`config.mk`:
```
export PLATFORM = sky130hd
export DESIGN_NAME = product_accumulator
export DESIGN_NICKNAME = d
export VERILOG_FILES = /design/src/rtl/product_accumulator_pkg.sv /design/src/rtl/product_accumulator_sat_add.sv /design/src/rtl/product_accumulator.sv
export SDC_FILE = /design/constraint.sdc
export NUM_CORES = 1
export LEC_CHECK = 0
export ABC_CLOCK_PERIOD_IN_PS = 4100
export BUFFER_PORTS_ARGS = -buffer_cell sky130_fd_sc_hd__buf_2
export CELL_PAD_IN_SITES_DETAIL_PLACEMENT = 2
export CELL_PAD_IN_SITES_GLOBAL_PLACEMENT = 2
export CORE_MARGIN = 1
export CORE_UTILIZATION = 30
export CTS_BUF_LIST = sky130_fd_sc_hd__clkbuf_8 sky130_fd_sc_hd__clkbuf_16
export CTS_CLUSTER_SIZE = 16
export DETAILED_ROUTE_END_ITERATION = 16
export MAX_ROUTING_LAYER = met4
export PLACE_DENSITY_LB_ADDON = 0.1
export SYNTH_ARGS = -nofsm -noshare
export SYNTH_HDL_FRONTEND = slang
export SYNTH_SLANG_ARGS = --single-unit
```
`constraint.sdc`:
```
create_clock -name CLK -period 4.1 [get_ports CLK]
set_input_delay 0.82 -clock CLK [delete_from_list [all_inputs] [get_ports CLK]]
set_output_delay 0.82 -clock CLK [all_outputs]
set_load 0.01 [all_outputs]
```
`src/rtl/product_accumulator_pkg.sv`:
```
// Shared types and constants for the product accumulator and its adder.
package product_accumulator_pkg;

  // Block state: accumulating products, or holding a finished block result.
  typedef enum logic {
    ST_ACC  = 1'b0,
    ST_DONE = 1'b1
  } state_e;

  // Overflow policy selectors for the SAT parameter.
  localparam bit SAT_ON  = 1'b1;
  localparam bit SAT_OFF = 1'b0;

  // Default geometry.
  localparam int ACC_W_DEF = 24;
  localparam int LEN_DEF   = 8;

  // Product width delivered by the 8x8 array multiplier.
  localparam int PROD_W = 16;

endpackage : product_accumulator_pkg

```
`src/rtl/product_accumulator_sat_add.sv`:
```
// Combinational ACC_W-bit + PROD_W-bit unsigned adder with carry-out and an
// optional clamp to all-ones when the sum does not fit in ACC_W bits.
module sat_add
  import product_accumulator_pkg::*;
#(
  parameter int ACC_W = ACC_W_DEF,
  parameter bit SAT   = SAT_ON
) (
  input  logic [ACC_W-1:0]  a_i,
  input  logic [PROD_W-1:0] b_i,
  output logic [ACC_W-1:0]  sum_o,
  output logic              carry_o
);

  logic [ACC_W:0] sum_full_s;

  // Add at ACC_W+1 bits so the carry-out is the overflow flag.
  always_comb begin
    sum_full_s = {1'b0, a_i} + {{(ACC_W + 1 - PROD_W){1'b0}}, b_i};
    carry_o    = sum_full_s[ACC_W];
    if (carry_o && SAT) begin
      sum_o = {ACC_W{1'b1}};
    end else begin
      sum_o = sum_full_s[ACC_W-1:0];
    end
  end

endmodule : sat_add

```
`src/rtl/product_accumulator.sv`:
```
// Block accumulator for the multiplier product stream: sums up to LEN
// products (or fewer, ended by IN_LAST) and offers the block sum, count and
// sticky overflow flag through a valid/ready handshake.
module product_accumulator
  import product_accumulator_pkg::*;
#(
  parameter int    ACC_W = ACC_W_DEF,
  parameter int    LEN   = LEN_DEF,
  parameter bit    SAT   = SAT_ON,
  localparam int   CNT_W = $clog2(LEN + 1)
) (
  input  logic              CLK,
  input  logic              RST,
  input  logic [PROD_W-1:0] P_IN,
  input  logic              IN_VALID,
  output logic              IN_READY,
  input  logic              IN_LAST,
  output logic [ACC_W-1:0]  ACC_OUT,
  output logic [CNT_W-1:0]  CNT_OUT,
  output logic              OVF,
  output logic              OUT_VALID,
  input  logic              OUT_READY
);

  localparam logic [CNT_W-1:0] LEN_C = CNT_W'(LEN);

  state_e           state_q, state_d;
  logic [ACC_W-1:0] acc_q, acc_d;
  logic [CNT_W-1:0] cnt_q, cnt_d;
  logic             ovf_q, ovf_d;

  logic [ACC_W-1:0] sum_s;
  logic             carry_s;
  logic [CNT_W-1:0] cnt_inc_s;

  sat_add #(
    .ACC_W (ACC_W),
    .SAT   (SAT)
  ) u_sat_add (
    .a_i     (acc_q),
    .b_i     (P_IN),
    .sum_o   (sum_s),
    .carry_o (carry_s)
  );

  assign cnt_inc_s = cnt_q + CNT_W'(1);

  // Next-state logic: accept products in ACC, wait for the consumer in DONE.
  always_comb begin
    state_d = state_q;
    acc_d   = acc_q;
    cnt_d   = cnt_q;
    ovf_d   = ovf_q;
    case (state_q)
      ST_ACC: begin
        if (IN_VALID) begin
          acc_d = sum_s;
          cnt_d = cnt_inc_s;
          ovf_d = ovf_q | carry_s;
          if (IN_LAST || (cnt_inc_s == LEN_C)) begin
            state_d = ST_DONE;
          end else begin
            state_d = ST_ACC;
          end
        end else begin
          state_d = ST_ACC;
        end
      end
      ST_DONE: begin
        if (OUT_READY) begin
          state_d = ST_ACC;
          acc_d   = '0;
          cnt_d   = '0;
          ovf_d   = 1'b0;
        end else begin
          state_d = ST_DONE;
        end
      end
      default: begin
        state_d = ST_ACC;
        acc_d   = '0;
        cnt_d   = '0;
        ovf_d   = 1'b0;
      end
    endcase
  end

  // State and result registers; reset discards any pending block.
  always_ff @(posedge CLK) begin
    if (RST) begin
      state_q <= ST_ACC;
      acc_q   <= '0;
      cnt_q   <= '0;
      ovf_q   <= 1'b0;
    end else begin
      state_q <= state_d;
      acc_q   <= acc_d;
      cnt_q   <= cnt_d;
      ovf_q   <= ovf_d;
    end
  end

  // Ready depends only on state and reset, never on IN_VALID.
  assign IN_READY  = (state_q == ST_ACC) && !RST;
  assign OUT_VALID = (state_q == ST_DONE);
  assign ACC_OUT   = acc_q;
  assign CNT_OUT   = cnt_q;
  assign OVF       = ovf_q;

endmodule : product_accumulator

```
**Word level (Yosys, flattened, before mapping)**

Cells that the tools add are included.

- Output and inout port bits: 31
- Register bits after elaboration: 30
- Input bits: 21

- Muxes and demuxes: 14
- Bitwise logic cells: 2
- $add $sub $neg: 2
- Equality and inequality tests: 3
- Reductions and logical operators: 4

Operator list:

| operator | count |
|---|---|
| $mux 24 | 3 |
| $pmux 24 s2 | 1 |
| $add 24x16->25 | 1 |
| $mux 4 | 2 |
| $pmux 4 s2 | 1 |
| $mux 1 | 5 |
| $add 4x1->4 const B | 1 |
| $eq 4x4->1 const B | 1 |
| $ne 2x2->1 const B | 2 |
| $pmux 1 s2 | 2 |
| $reduce_and 2->1 | 1 |
| $logic_and 1x1->1 | 1 |
| $logic_not 1->1 | 1 |
| $logic_or 1x1->1 | 1 |
| $not 1->1 | 1 |
| $or 1x1->1 | 1 |

**Depth between registers and ports, before layout**

- Depth in word-level cells: 6
- Depth in mapped cells: 9
- Depth with buffers taken out: 8

**Modules after synthesis**

A second synthesis with hierarchy kept.

- Cell total of the unflattened synthesis: 287
- Area, all modules: 2363.5 um^2

By module, submodules not included:

| module | seq. area each (um^2) | area an instance (um^2) | cells each | times used |
|---|---|---|---|---|
| sat_add | 0.0 | 1196.1 | 175 | 1 |
| product_accumulator | 600.6 | 1167.4 | 112 | 1 |

**Worst setup path before layout**

OpenSTA, ideal clock, no wires.

- Path type: input to register
- Start point: in P_IN[0]
- End point: reg acc_q[10], in the netlist ACC_OUT[10]
- Required time: 3.957 ns
- Path slack: 1.350 ns
- Stages: 9
- Arrival time: 2.607 ns
- Library setup time: 0.143 ns
- Cell sequence: ha_1 > fa_1 > a211oi_1 > or3_4 > and3_4 > o32ai_4 > nor2_4 > buf_6 > a211oi_2

- Cells in the longest elaborated chain, start to end: 4

Ends and longest elaborated chain:

| item | line | RTL |
|---|---|---|
| from (decl) | product_accumulator.sv:14 | `input logic [PROD_W-1:0] P_IN,` |
| $add 24x16->25 | product_accumulator_sat_add.sv:19 | `sum_full_s = {1'b0, a_i} + {{(ACC_W + 1 - PROD_W){1'b0}}, b_i};` |
| $mux 24 | product_accumulator_sat_add.sv:21 | `if (carry_o && SAT) begin` |
| $mux 24 | product_accumulator.sv:56 | `if (IN_VALID) begin` |
| $pmux 24 s2 | product_accumulator.sv:54 | `case (state_q)` |
| to (signal assigned) | product_accumulator.sv:92 | `acc_q <= '0;` |
| to (signal assigned) | product_accumulator.sv:97 | `acc_q <= acc_d;` |
| to (decl) | product_accumulator.sv:28 | `logic [ACC_W-1:0] acc_q, acc_d;` |

No other way between the ends. The select of a mux whose other input is x is not followed.
A chain may end at the register's enable or synchronous reset.

**Worst setup path in the final report**

Same ends and word-level chain as after synthesis.

==> results.cfg <==
[clock_tree]
ctsHoldBuffers = 0
clock-sinks = 30
cts_root_buf = clkbuf_8
clkLatencyLatePin_ps = 290
cts_buffer_depth = 2
postCtsSetupRepairBufs = 0
clk_pin_slew_ps = 80
cts_resized = 0
htree_levels = 2
cts_tree = done
cts_buffers = 5

[worst_hold_path]
whs_path_depth = 2
min_from = ACC_OUT[4]
holdPathEnd = ACC_OUT[4]
hold_path_class = reg -> reg

[pwr]
p_int_uw = 591.1
switchingPower_uw = 372.3
seqPwrFrac_pct = 34.9
powerDensity_nw_per_um2 = 345.9
comb_power_share_pct = 38.2
irDropWorstVdd_uv = 133.3
p_leak_nw = 1.205
finalPower_uw = 963.3
clkPwrFrac_pct = 26.9
netSwitchingFraction_pct = 38.64

[layout]
regArea_um2 = 600.6
fin_util_pct = 37.60
n_fill_cell = 921
insertedDiodeCount = 0
fin_cells = 440
multi_input_area_um2 = 1673
syn_to_final_growth_pct = 18.34
drive_gt1_share_pct = 24.05
nNetsFinal = 379

[route]
vias = 2466
ant_nets = 0
drt-wirelength-per-cell_um = 18.73
drc = 0
firstDrtPassIters = 4
drt-total-wl_um = 8241
drt_iter0_drc = 51
routed_via_density = 5.605

[timing]
finalClockSkew_ps = 14.52
tightest_slew_ps = 751.0
period_share_pct = 72.70
fin_crit_ps = 2981
finalHoldViolCount = 0
timing.max_slew.rel_slack_pct = 49.93
drv_slew = 0
rsz0062_at_grt = false
final-setup-viol-count = 0
fin_ws_ps = 1119
finalSetupTns_ps = 0
timing.fmax_ghz = 0.3355

[logic_synthesis]
syn_area_per_cell_um2 = 8.032
netlist_area_um2 = 2354
synth_top_area_share_pct = 25.52
synth_edf_count = 0
synth_fa_ha_area_share_pct = 9.888
synth.yosys.seq_area_share_pct = 25.52
synth-main-ff-cell = dfxtp_1
synthXorXnorAreaFrac_pct = 5.582
yosysWarnings = 0
ys_ff_latch = 30
syn_nets = 332
async_reset_ff_share_pct = 0
yosys-top-cells-area = dfxtp_1, ha_1, a21oi_1
yosys.area_share.simple_pct = 22.75
synth_top_family_by_area = compound AO/OA/AOI/OAI gates
ys_types = 59
synthMuxAreaShare_pct = 0.4253
synth-compound-area-share_pct = 32.32
synth_top_area_cell = dfxtp_1
syn_inst = 293

[floorplan]
dieArea_um2 = 8203
start_util_pct = 31.77
coreArea_um2 = 7408
die_w_um = 90.57
rows = 31
dieHeight_um = 90.57
ios = 52

[global_route]
overflow = 0
grt_antenna_before_repair = 0
grt_max_degree = 33
groute.usage.overall_pct = 21.20
grt_pass1_wl_um = 13480
grt_pass1_vias = 2632

[critical_path]
end_kind = register
crit_fanout = 12
r2r-end = ACC_OUT[10]
required_ps = 4250
r2r_start = ACC_OUT[0]
worstSetupPathType = in -> reg
r2r_slack_ps = 1430
start_kind = input port
arrival_ps = 3130
rr_worst_depth = 8

[placement]
placed_cells = 432
dp_hpwl_um = 6200
place_ws_ps = 788.7
gp_congestion = 0.7869
placement.io_buffers = 51

[outcome]
status = completed

[flow_run]
maxCapViolCount = 0
==> registers in the layout, indices dropped and copies added (netlist names) <==
| signal | count |
|---|---|
| OVF | 1 |
| OUT_VALID | 1 |
| ACC_OUT | 24 |
| CNT_OUT | 4 |
==> critical path, stage by stage <==
cell and delay, ps:
buf_2 100, ha_1 220, fa_1 430, a211oi_1 350
or3_4 210, and3_4 230, o32ai_4 160, nor2_4 460
a211oi_2 150
==> cell usage after synthesis, drive strengths merged (3+ instances only) <==
cell type,instances
buf,4
xnor2,10
nand2,21
nor2,29
o21ai,15
nor3,12
xor2,5
inv,5
a21oi,39
o311ai,3
nand4,7
ha,17
nand2b,6
or3,3
nand3,12
clkbuf,10
a211oi,15
nor2b,3
o31ai,3
a21o,10
dfxtp,30
and3,4
==> kinds of logic (layout without fill, tap and decap cells) <==
kind of cell               count (synthesis)  after routing
AOI/OAI and AO/OA                        105            105
xor gates and xnor gates                  15             15
adders and majority gates                 18             18
buffers and inverters                     19             67
DFF                                       30             30
muxes                                      1              1
and+or+nand+nor                          105            105
==> metal layers <==
| layer | GRT usage, % | vias up | wire length [um] |
|---|---|---|---|
| li1 | - | 1195 | - |
| met1 | 26.29 | 1228 | 3902 |
| met2 | 35.86 | 39 | 4058 |
| met3 | 3.030 | 4 | 212 |
| met4 | 5.645 | 0 | 69 |
| met5 | - | - | 0 |
==> area by class of cell <==
class	count	area share, %
Clock buffer	6	2.965
Clock inverter	2	0.3145
Inverter	5	0.6739
Multi-Input combinational cell	244	60.06
Sequential cell	30	21.56
Tap cell	99	4.447
Timing Repair Buffer	54	9.973
==> power groups by stage <==
| stage | clock [mW] | sequential (mW) | combinational, mW |
|---|---|---|---|
| CTS | 0.271 | 0.336 | 0.372 |
| detailed placement | 0 | 0.343 | 0.369 |
| finish | 0.259 | 0.336 | 0.368 |
| global placement | 0 | 0.342 | 0.360 |
| floorplan | 0 | 0.348 | 0.255 |
| global route | 0.283 | 0.340 | 0.405 |
==> cell usage in the layout (no fill, tap or decap), types with 3 or more instances in the layout <==
| cell type | instances |
|---|---|
| a211oi_1 | 5 |
| a211oi_2 | 10 |
| a21o_1 | 9 |
| a21oi_1 | 39 |
| buf_2 | 51 |
| buf_4 | 3 |
| clkbuf_8 | 6 |
| dfxtp_1 | 30 |
| ha_1 | 17 |
| inv_1 | 6 |
| nand2_1 | 21 |
| nand2b_1 | 6 |
| nand3_1 | 11 |
| nand4_1 | 7 |
| nor2_1 | 28 |
| nor3_1 | 12 |
| o21ai_0 | 15 |
| o311ai_0 | 3 |
| xnor2_1 | 10 |
| xor2_1 | 5 |
==> worst max path at each step <==
stage	from	to	slack, ps
2_1_floorplan	P_IN[0]	ACC_OUT[10]	1350
3_3_place_gp	P_IN[0]	ACC_OUT[2]	820
5_1_grt	P_IN[3]	ACC_OUT[13]	990
6_report	P_IN[0]	ACC_OUT[10]	1120
3_5_place_dp	P_IN[0]	ACC_OUT[2]	790
4_1_cts	P_IN[0]	ACC_OUT[2]	1110
==> metrics by stage <==
| stage | hold WS, ps | instance area [um^2] |
|---|---|---|
| finish | 509.8 | 2785 |
| global route | 544.2 | 2785 |
| CTS | 520.0 | 2785 |
| detailed placement | 508.5 | 2694 |
| global placement | 487.0 | 2694 |
| floorplan | 503.7 | 2354 |
(Power assumes the default switching activity.)
